`config.mk`:
```
export PLATFORM = sky130hd
export DESIGN_NAME = cdb_arbiter
export DESIGN_NICKNAME = d
export VERILOG_FILES = /design/src/rtl/cdb_pkg.sv /design/src/rtl/cdb_arbiter_rr_arbiter.sv /design/src/rtl/cdb_arbiter.sv
export SDC_FILE = /design/constraint.sdc
export NUM_CORES = 1
export LEC_CHECK = 0
export BUFFER_PORTS_ARGS = -buffer_cell sky130_fd_sc_hd__buf_2
export CORE_AREA = 2 2 110 112
export CTS_CLUSTER_SIZE = 14
export DETAILED_ROUTE_END_ITERATION = 8
export DIE_AREA = 0 0 112 114
export PLACE_DENSITY_LB_ADDON = 0.3
export REMOVE_ABC_BUFFERS = 1
export SYNTH_ARGS = -nofsm -noshare
export SYNTH_HDL_FRONTEND = slang
export SYNTH_SLANG_ARGS = --single-unit
```
`constraint.sdc`:
```
create_clock -name clk -period 8.35 [get_ports clk]
set_clock_uncertainty 0.05 [all_clocks]
set_input_delay 0.835 -clock clk [delete_from_list [all_inputs] [get_ports clk]]
set_output_delay 0.835 -clock clk [all_outputs]
set_load 0.02 [all_outputs]
```
`src/rtl/cdb_pkg.sv`:
```
// Shared types, widths and helpers for the common data bus arbiter.
// Source indices follow the functional-unit order seen by the reservation stations.
package cdb_pkg;

    localparam int NUM_SRC = 6;
    localparam int DATA_W  = 32;
    localparam int TAG_W   = 4;
    localparam int CNT_W   = 16;
    localparam int PTR_W   = 3;

    localparam logic [TAG_W-1:0] TAG_NONE = 4'h0;
    localparam logic [CNT_W-1:0] CNT_MAX  = 16'hFFFF;

    typedef enum logic [PTR_W-1:0] {
        SRC_ADD1  = 3'd0,
        SRC_ADD2  = 3'd1,
        SRC_ADD3  = 3'd2,
        SRC_MULT1 = 3'd3,
        SRC_MULT2 = 3'd4,
        SRC_MEM   = 3'd5
    } src_idx_e;

    // Index that lies 'off' places after 'base' in the circular source order.
    function automatic logic [PTR_W-1:0] wrap_add(input logic [PTR_W-1:0] base,
                                                  input logic [PTR_W-1:0] off);
        logic [PTR_W:0] sum;
        sum = ({1'b0, base} + {1'b0, off}) % 4'd6;
        return sum[PTR_W-1:0];
    endfunction

endpackage

```
`src/rtl/cdb_arbiter_rr_arbiter.sv`:
```
// Purely combinational round-robin selector: first requester at or after ptr wins.
// Produces both the one-hot grant and its encoded index.
module rr_arbiter
    import cdb_pkg::*;
(
    input  logic [NUM_SRC-1:0] req,
    input  logic [PTR_W-1:0]   ptr,
    output logic [NUM_SRC-1:0] grant,
    output logic [PTR_W-1:0]   grant_idx
);

    logic             found_s;
    logic [PTR_W-1:0] idx_s;

    // Circular priority search starting from ptr.
    always_comb begin
        grant     = 6'b000000;
        grant_idx = 3'd0;
        found_s   = 1'b0;
        idx_s     = 3'd0;
        for (int k = 0; k < NUM_SRC; k++) begin
            idx_s = wrap_add(ptr, 3'(k));
            if (!found_s && req[idx_s]) begin
                grant[idx_s] = 1'b1;
                grant_idx    = idx_s;
                found_s      = 1'b1;
            end else begin
                found_s = found_s;
            end
        end
    end

endmodule

```
`src/rtl/cdb_arbiter.sv`:
```
// Common data bus arbiter: round-robin grant among six result sources and a
// one-cycle registered broadcast with a saturating count and tag-0 error flag.
module cdb_arbiter
    import cdb_pkg::*;
(
    input  logic                            clk,
    input  logic                            rst,
    input  logic                            flush,
    input  logic [NUM_SRC-1:0]              req_valid,
    input  logic [NUM_SRC-1:0][DATA_W-1:0]  req_data,
    input  logic [NUM_SRC-1:0][TAG_W-1:0]   req_tag,
    output logic [NUM_SRC-1:0]              req_ready,
    output logic                            cdb_valid,
    output logic [DATA_W-1:0]               cdb_data,
    output logic [TAG_W-1:0]                cdb_tag,
    output logic [CNT_W-1:0]                bcast_count,
    output logic                            err_tag0
);

    logic [PTR_W-1:0]  ptr_r;
    logic [NUM_SRC-1:0] grant_s;
    logic [PTR_W-1:0]  grant_idx_s;
    logic [NUM_SRC-1:0] ready_s;
    logic              fire_s;
    logic              bcast_s;
    logic [DATA_W-1:0] sel_data_s;
    logic [TAG_W-1:0]  sel_tag_s;

    logic              cdb_valid_r;
    logic [DATA_W-1:0] cdb_data_r;
    logic [TAG_W-1:0]  cdb_tag_r;
    logic [CNT_W-1:0]  bcast_count_r;
    logic              err_tag0_r;

    rr_arbiter u_rr (
        .req       (req_valid),
        .ptr       (ptr_r),
        .grant     (grant_s),
        .grant_idx (grant_idx_s)
    );

    // Grant gating and one-hot selection of the winning source's payload.
    always_comb begin
        ready_s    = 6'b000000;
        sel_data_s = 32'h0000_0000;
        sel_tag_s  = 4'h0;
        if (rst || flush) begin
            ready_s = 6'b000000;
        end else begin
            ready_s = grant_s;
        end
        for (int i = 0; i < NUM_SRC; i++) begin
            if (ready_s[i]) begin
                sel_data_s = sel_data_s | req_data[i];
                sel_tag_s  = sel_tag_s | req_tag[i];
            end else begin
                sel_data_s = sel_data_s;
                sel_tag_s  = sel_tag_s;
            end
        end
        fire_s  = |ready_s;
        bcast_s = fire_s && (sel_tag_s != TAG_NONE);
    end

    // Pointer, broadcast register, saturating counter and sticky error flag.
    always_ff @(posedge clk) begin
        if (rst) begin
            ptr_r         <= 3'd0;
            cdb_valid_r   <= 1'b0;
            cdb_data_r    <= 32'h0000_0000;
            cdb_tag_r     <= 4'h0;
            bcast_count_r <= 16'h0000;
            err_tag0_r    <= 1'b0;
        end else begin
            ptr_r       <= fire_s ? wrap_add(grant_idx_s, 3'd1) : ptr_r;
            cdb_valid_r <= bcast_s;
            cdb_data_r  <= bcast_s ? sel_data_s : 32'h0000_0000;
            cdb_tag_r   <= bcast_s ? sel_tag_s : 4'h0;
            if (bcast_s && (bcast_count_r != CNT_MAX)) begin
                bcast_count_r <= bcast_count_r + 16'd1;
            end else begin
                bcast_count_r <= bcast_count_r;
            end
            // Tag 0 is reserved for "no producer", so consuming one is an error.
            err_tag0_r <= err_tag0_r | (fire_s && (sel_tag_s == TAG_NONE));
        end
    end

    assign req_ready   = ready_s;
    assign cdb_valid   = cdb_valid_r;
    assign cdb_data    = cdb_data_r;
    assign cdb_tag     = cdb_tag_r;
    assign bcast_count = bcast_count_r;
    assign err_tag0    = err_tag0_r;

endmodule

```
==> results by stage <==
Placement:
- The congestion estimate from routability-driven global placement came to 0.926.
- The number of placed instances, taps included is around 900.
- Detailed placement finished with a half-perimeter wire length of roughly 15000 µm.
- The number of port buffers is about 280.

Detailed routing:
- After detailed routing, the average wire length per cell comes to ~21 µm.
- The final layout contains routed wiring with a total length of slightly below 20000 µm.
- The final routed DRC violation total is 0.
- Once detail routing completed, the nets flagged for antenna violations numbered 0.
- The number of design-rule violations left by the first detailed-router iteration is a little under 700.
- The first-pass detailed-route iteration total is 7.
- Dividing the detail-routed via count by the number of cells gives approximately 6.2.
- The routed layout has around 5800 vias.

Yosys:
- After synthesis, the mean cell area works out to approximately 8.8 µm².
- The post-synthesis instance total is just over 500.
- The number of different library cells used by synthesis comes to 82.
- The synthesized netlist occupies a cell area of between 4000 and 5000 µm².
- After synthesis, the share of flip-flops with an asynchronous set or reset is 0.
- Of the synthesized area, sequential elements account for 0.255.
- For this run, the leading register cell type out of synthesis is sky130_fd_sc_hd__dfxtp_1.
- By area the synthesized netlist is led by sky130_fd_sc_hd__dfxtp_1 26%, sky130_fd_sc_hd__a222oi_1 15%, sky130_fd_sc_hd__a21oi_1 5.0%.
- After synthesis the netlist holds a flip-flop and latch count of 57.
- In this run, synthesis inferred 0 flip-flops with an integrated enable.
- For this run, the number of Yosys warnings is 0.
- The share of synthesized area in the top cell type comes to 0.255.
- The cell type with the largest total area after synthesis is sky130_fd_sc_hd__dfxtp_1.

Clocking:
- The root cell of the clock tree is sky130_fd_sc_hd__clkbuf_16.
- The count of buffers added by post-CTS timing repair for setup is 0.
- The CTS tree is done.
- The number of resized instances in the post-cts repair step is 0.
- In this run the number of H-tree levels came out at 3.
- The clock slew seen by the registers of the worst setup and hold paths is 0.06 ns.
- The CTS buffer count is 9.
- The TritonCTS sink count is 57.
- For this design, the CTS-stage hold fixing added 0 buffers.
- The maximum clock path buffer count is 2.
- The later pin in the worst-skew pair is clocked with a latency of between 0.3 and 0.4 ns.

STA:
- The final clock period utilization by the worst path is 0.744.
- Timing would allow up to between 150 and 200 MHz.
- The actual transition at the worst max-transition pin is between 0.9 and 1 ns.
- Setup violations remaining at the end of the flow were counted as 0.
- The smallest clock period supported by the final layout is computed as approximately 6.2 ns.
- The worst-case headroom to the max-slew limit is 0.338.
- The aggregate negative setup slack is 0 ns.
- Setup repair after global routing left no endpoint under its margin.
- The count of endpoints failing hold in the final timing report is 0.
- The tightest hold path in the finished design has a slack of around 0.46 ns.
- The max-slew violation count is 0.

Setup path:
- Data on the critical path is required at its endpoint by 7.47 ns.
- The worst register-to-register path has a setup slack of between 2 and 2.5 ns.
- The start-to-end type of the worst setup path is flip-flop to output pin.
- The critical path endpoint category is an output pin.
- The endpoint arrival time on the critical path is 5.33 ns.
- STA classifies the critical path startpoint as a flip-flop.
- The critical-path maximum fanout is 45.

Die:
- The die is around 110 µm wide.
- The initial utilization of the core area, before any placement, comes to 0.382.
- The floorplan has 40 rows.
- The core region is around 12000 µm².
- The area enclosed by the die boundary is about 13000 µm².
- During I/O placement, the number of pins put on the boundary was 285.
- The floorplan die height is approximately 110 µm.

GRT:
- The fraction of met2 tracks used by global routing is 0.484.
- Entering global routing, the biggest net connects between 50 and 60 pins.
- The first global-routing pass estimated roughly 29000 µm of wire.
- The aggregate global routing overflow is 0.
- The global-route total usage across every layer is 0.288.
- The met1 global-route usage is 0.358.
- The number of global-route vias before repair is ~5300.
- The number of antenna violations at the first check in global routing is 6.
- In the global route stage, met3 resource usage came out at 0.0675.
- The routing layer with the top usage in global route is met2.

Job:
- Across the run, the number of max-cap violations was 0.

Min path:
- The class of the tightest hold or removal check is flip-flop to flip-flop.

Power and ir drop:
- VDD sags by at most 171 µV.
- The analysis attributes to cell leakage a power of just under 0.003 µW.
- Power spread over the standard cell area amounts to roughly 320 nW/µm².

Status:
- The run finished with clean final reports.

Layout:
- At the end of the flow the core is filled with cells to 0.535.
- The share of cells above drive strength 1 is 0.446.
- Once layout is complete, the cells apart from fillers number 929.
- After the last flow step, the layout net total stands at 1011.
- The area growth from synthesis to layout is 40.2%.
- Fill cells in the final layout number 1132.
-- flip-flops by register name (all words and copies together) (netlist names) --
name and count:
bcast_count 16, cdb_data 32, cdb_tag 4, cdb_valid 1, err_tag0 1, ptr_r 3
-- through the flow --
step | cell area (µm²) | total power, µW | setup slack, ns
2_1_floorplan | 4260 | 1210 | 1.37
3_3_place_gp | 5940 | 1570 | 2.50
3_5_place_dp | 5940 | 1590 | 2.30
4_1_cts | 6250 | 1980 | 2.21
5_1_grt | 6260 | 2110 | 1.75
6_report | 6270 | 1990 | 2.13
-- synthesized netlist by cell type (all sizes together), types with 4 or more instances --
cell    count
nand2      23
a22oi       6
o311ai      6
mux2       13
nor3       14
ha         15
or4         4
o21ai      11
clkbuf     26
or2         5
dfxtp      57
mux2i      12
a21oi      46
nor2b      10
a222oi     65
nand4       9
and3       10
buf        15
a211oi     10
nor4        5
o31ai       7
nor2       31
a221oi      4
and2       11
xnor2       8
o41ai       5
nand3      16
inv        15
-- layout make-up --
class,instances,area (µm²),area share
antenna,6,15.0,0.00240
clock buffer,10,229,0.0365
clock inverter,6,82.6,0.0132
inverter,15,56.3,0.00899
multi-input combinational,397,3080,0.492
sequential,57,1140,0.182
tap,147,184,0.0294
timing repair buffer,291,1470,0.235
-- worst paths after layout --
path	end	startpoint	cells past startpoint
worst max-delay path	req_ready[4]	ptr_r[0]$_SDFFE_PP0P_	13
worst min-delay path	bcast_count[14]$_SDFFE_PP0P_	bcast_count[14]$_SDFFE_PP0P_	2
worst max register to register	bcast_count[8]$_SDFFE_PP0P_	ptr_r[0]$_SDFFE_PP0P_	16
worst min register to register	bcast_count[14]$_SDFFE_PP0P_	bcast_count[14]$_SDFFE_PP0P_	2
-- logic make-up (layout without fill, tap and decap cells) --
logic type,count (synthesis),after routing,synth area share
AOI/OAI and AO/OA,195,195,0.365
and+or+nand+nor,151,151,0.189
DFF,57,57,0.255
buffers and inverters,56,322,0.0591
muxes,25,25,0.0613
adders and majority gates,15,15,0.0420
xor gates and xnor gates,11,11,0.0283
other,0,6,0
-- placed cells by master (no fill, tap or decap), types with 4 or more instances in the layout --
cell,instances
sky130_fd_sc_hd__buf_2,284
sky130_fd_sc_hd__a222oi_1,65
sky130_fd_sc_hd__dfxtp_1,57
sky130_fd_sc_hd__a21oi_1,45
sky130_fd_sc_hd__nor2_1,31
sky130_fd_sc_hd__nand2_1,23
sky130_fd_sc_hd__nand3_1,16
sky130_fd_sc_hd__inv_1,15
sky130_fd_sc_hd__ha_1,15
sky130_fd_sc_hd__mux2i_1,11
sky130_fd_sc_hd__and2_1,11
sky130_fd_sc_hd__nor2b_1,10
sky130_fd_sc_hd__and3_1,9
sky130_fd_sc_hd__o21ai_0,9
sky130_fd_sc_hd__clkbuf_16,9
sky130_fd_sc_hd__nand4_1,8
sky130_fd_sc_hd__nor3_1,8
sky130_fd_sc_hd__mux2_2,7
sky130_fd_sc_hd__buf_4,7
sky130_fd_sc_hd__diode_2,6
sky130_fd_sc_hd__nor3_2,6
sky130_fd_sc_hd__a211oi_1,6
sky130_fd_sc_hd__a22oi_1,6
sky130_fd_sc_hd__xnor2_1,5
sky130_fd_sc_hd__mux2_1,5
sky130_fd_sc_hd__o31ai_1,5
sky130_fd_sc_hd__o311ai_1,5
sky130_fd_sc_hd__a221oi_1,4
sky130_fd_sc_hd__o41ai_1,4
-- power breakdown --
group	internal, µW	switching (µW)	total (µW)
Clock	259	128	388
Combinational	418	776	1190
Sequential	370	34.0	404
-- routing by layer --
| layer | routed length, µm | part of all wire |
|---|---|---|
| met4 | 659 | 0.033 |
| met2 | 9520 | 0.48 |
| met1 | 7780 | 0.40 |
| met5 | 13 | 0.00066 |
| met3 | 1700 | 0.086 |
-- worst max-delay path, cell delays in order, from the launching register on --
cell	delay [ns]
sky130_fd_sc_hd__dfxtp_1	0.30
sky130_fd_sc_hd__buf_4	0.42
sky130_fd_sc_hd__inv_1	0.41
sky130_fd_sc_hd__ha_1	0.64
sky130_fd_sc_hd__and3_1	0.33
sky130_fd_sc_hd__mux2i_2	0.24
sky130_fd_sc_hd__mux2i_1	0.33
sky130_fd_sc_hd__o21a_1	0.30
sky130_fd_sc_hd__nand3_1	0.22
sky130_fd_sc_hd__o31ai_2	0.61
sky130_fd_sc_hd__nor2_1	0.11
sky130_fd_sc_hd__nor3_2	0.42
sky130_fd_sc_hd__buf_4	0.40
sky130_fd_sc_hd__buf_2	0.24
No activity file was read; power rests on OpenSTA's default activity.
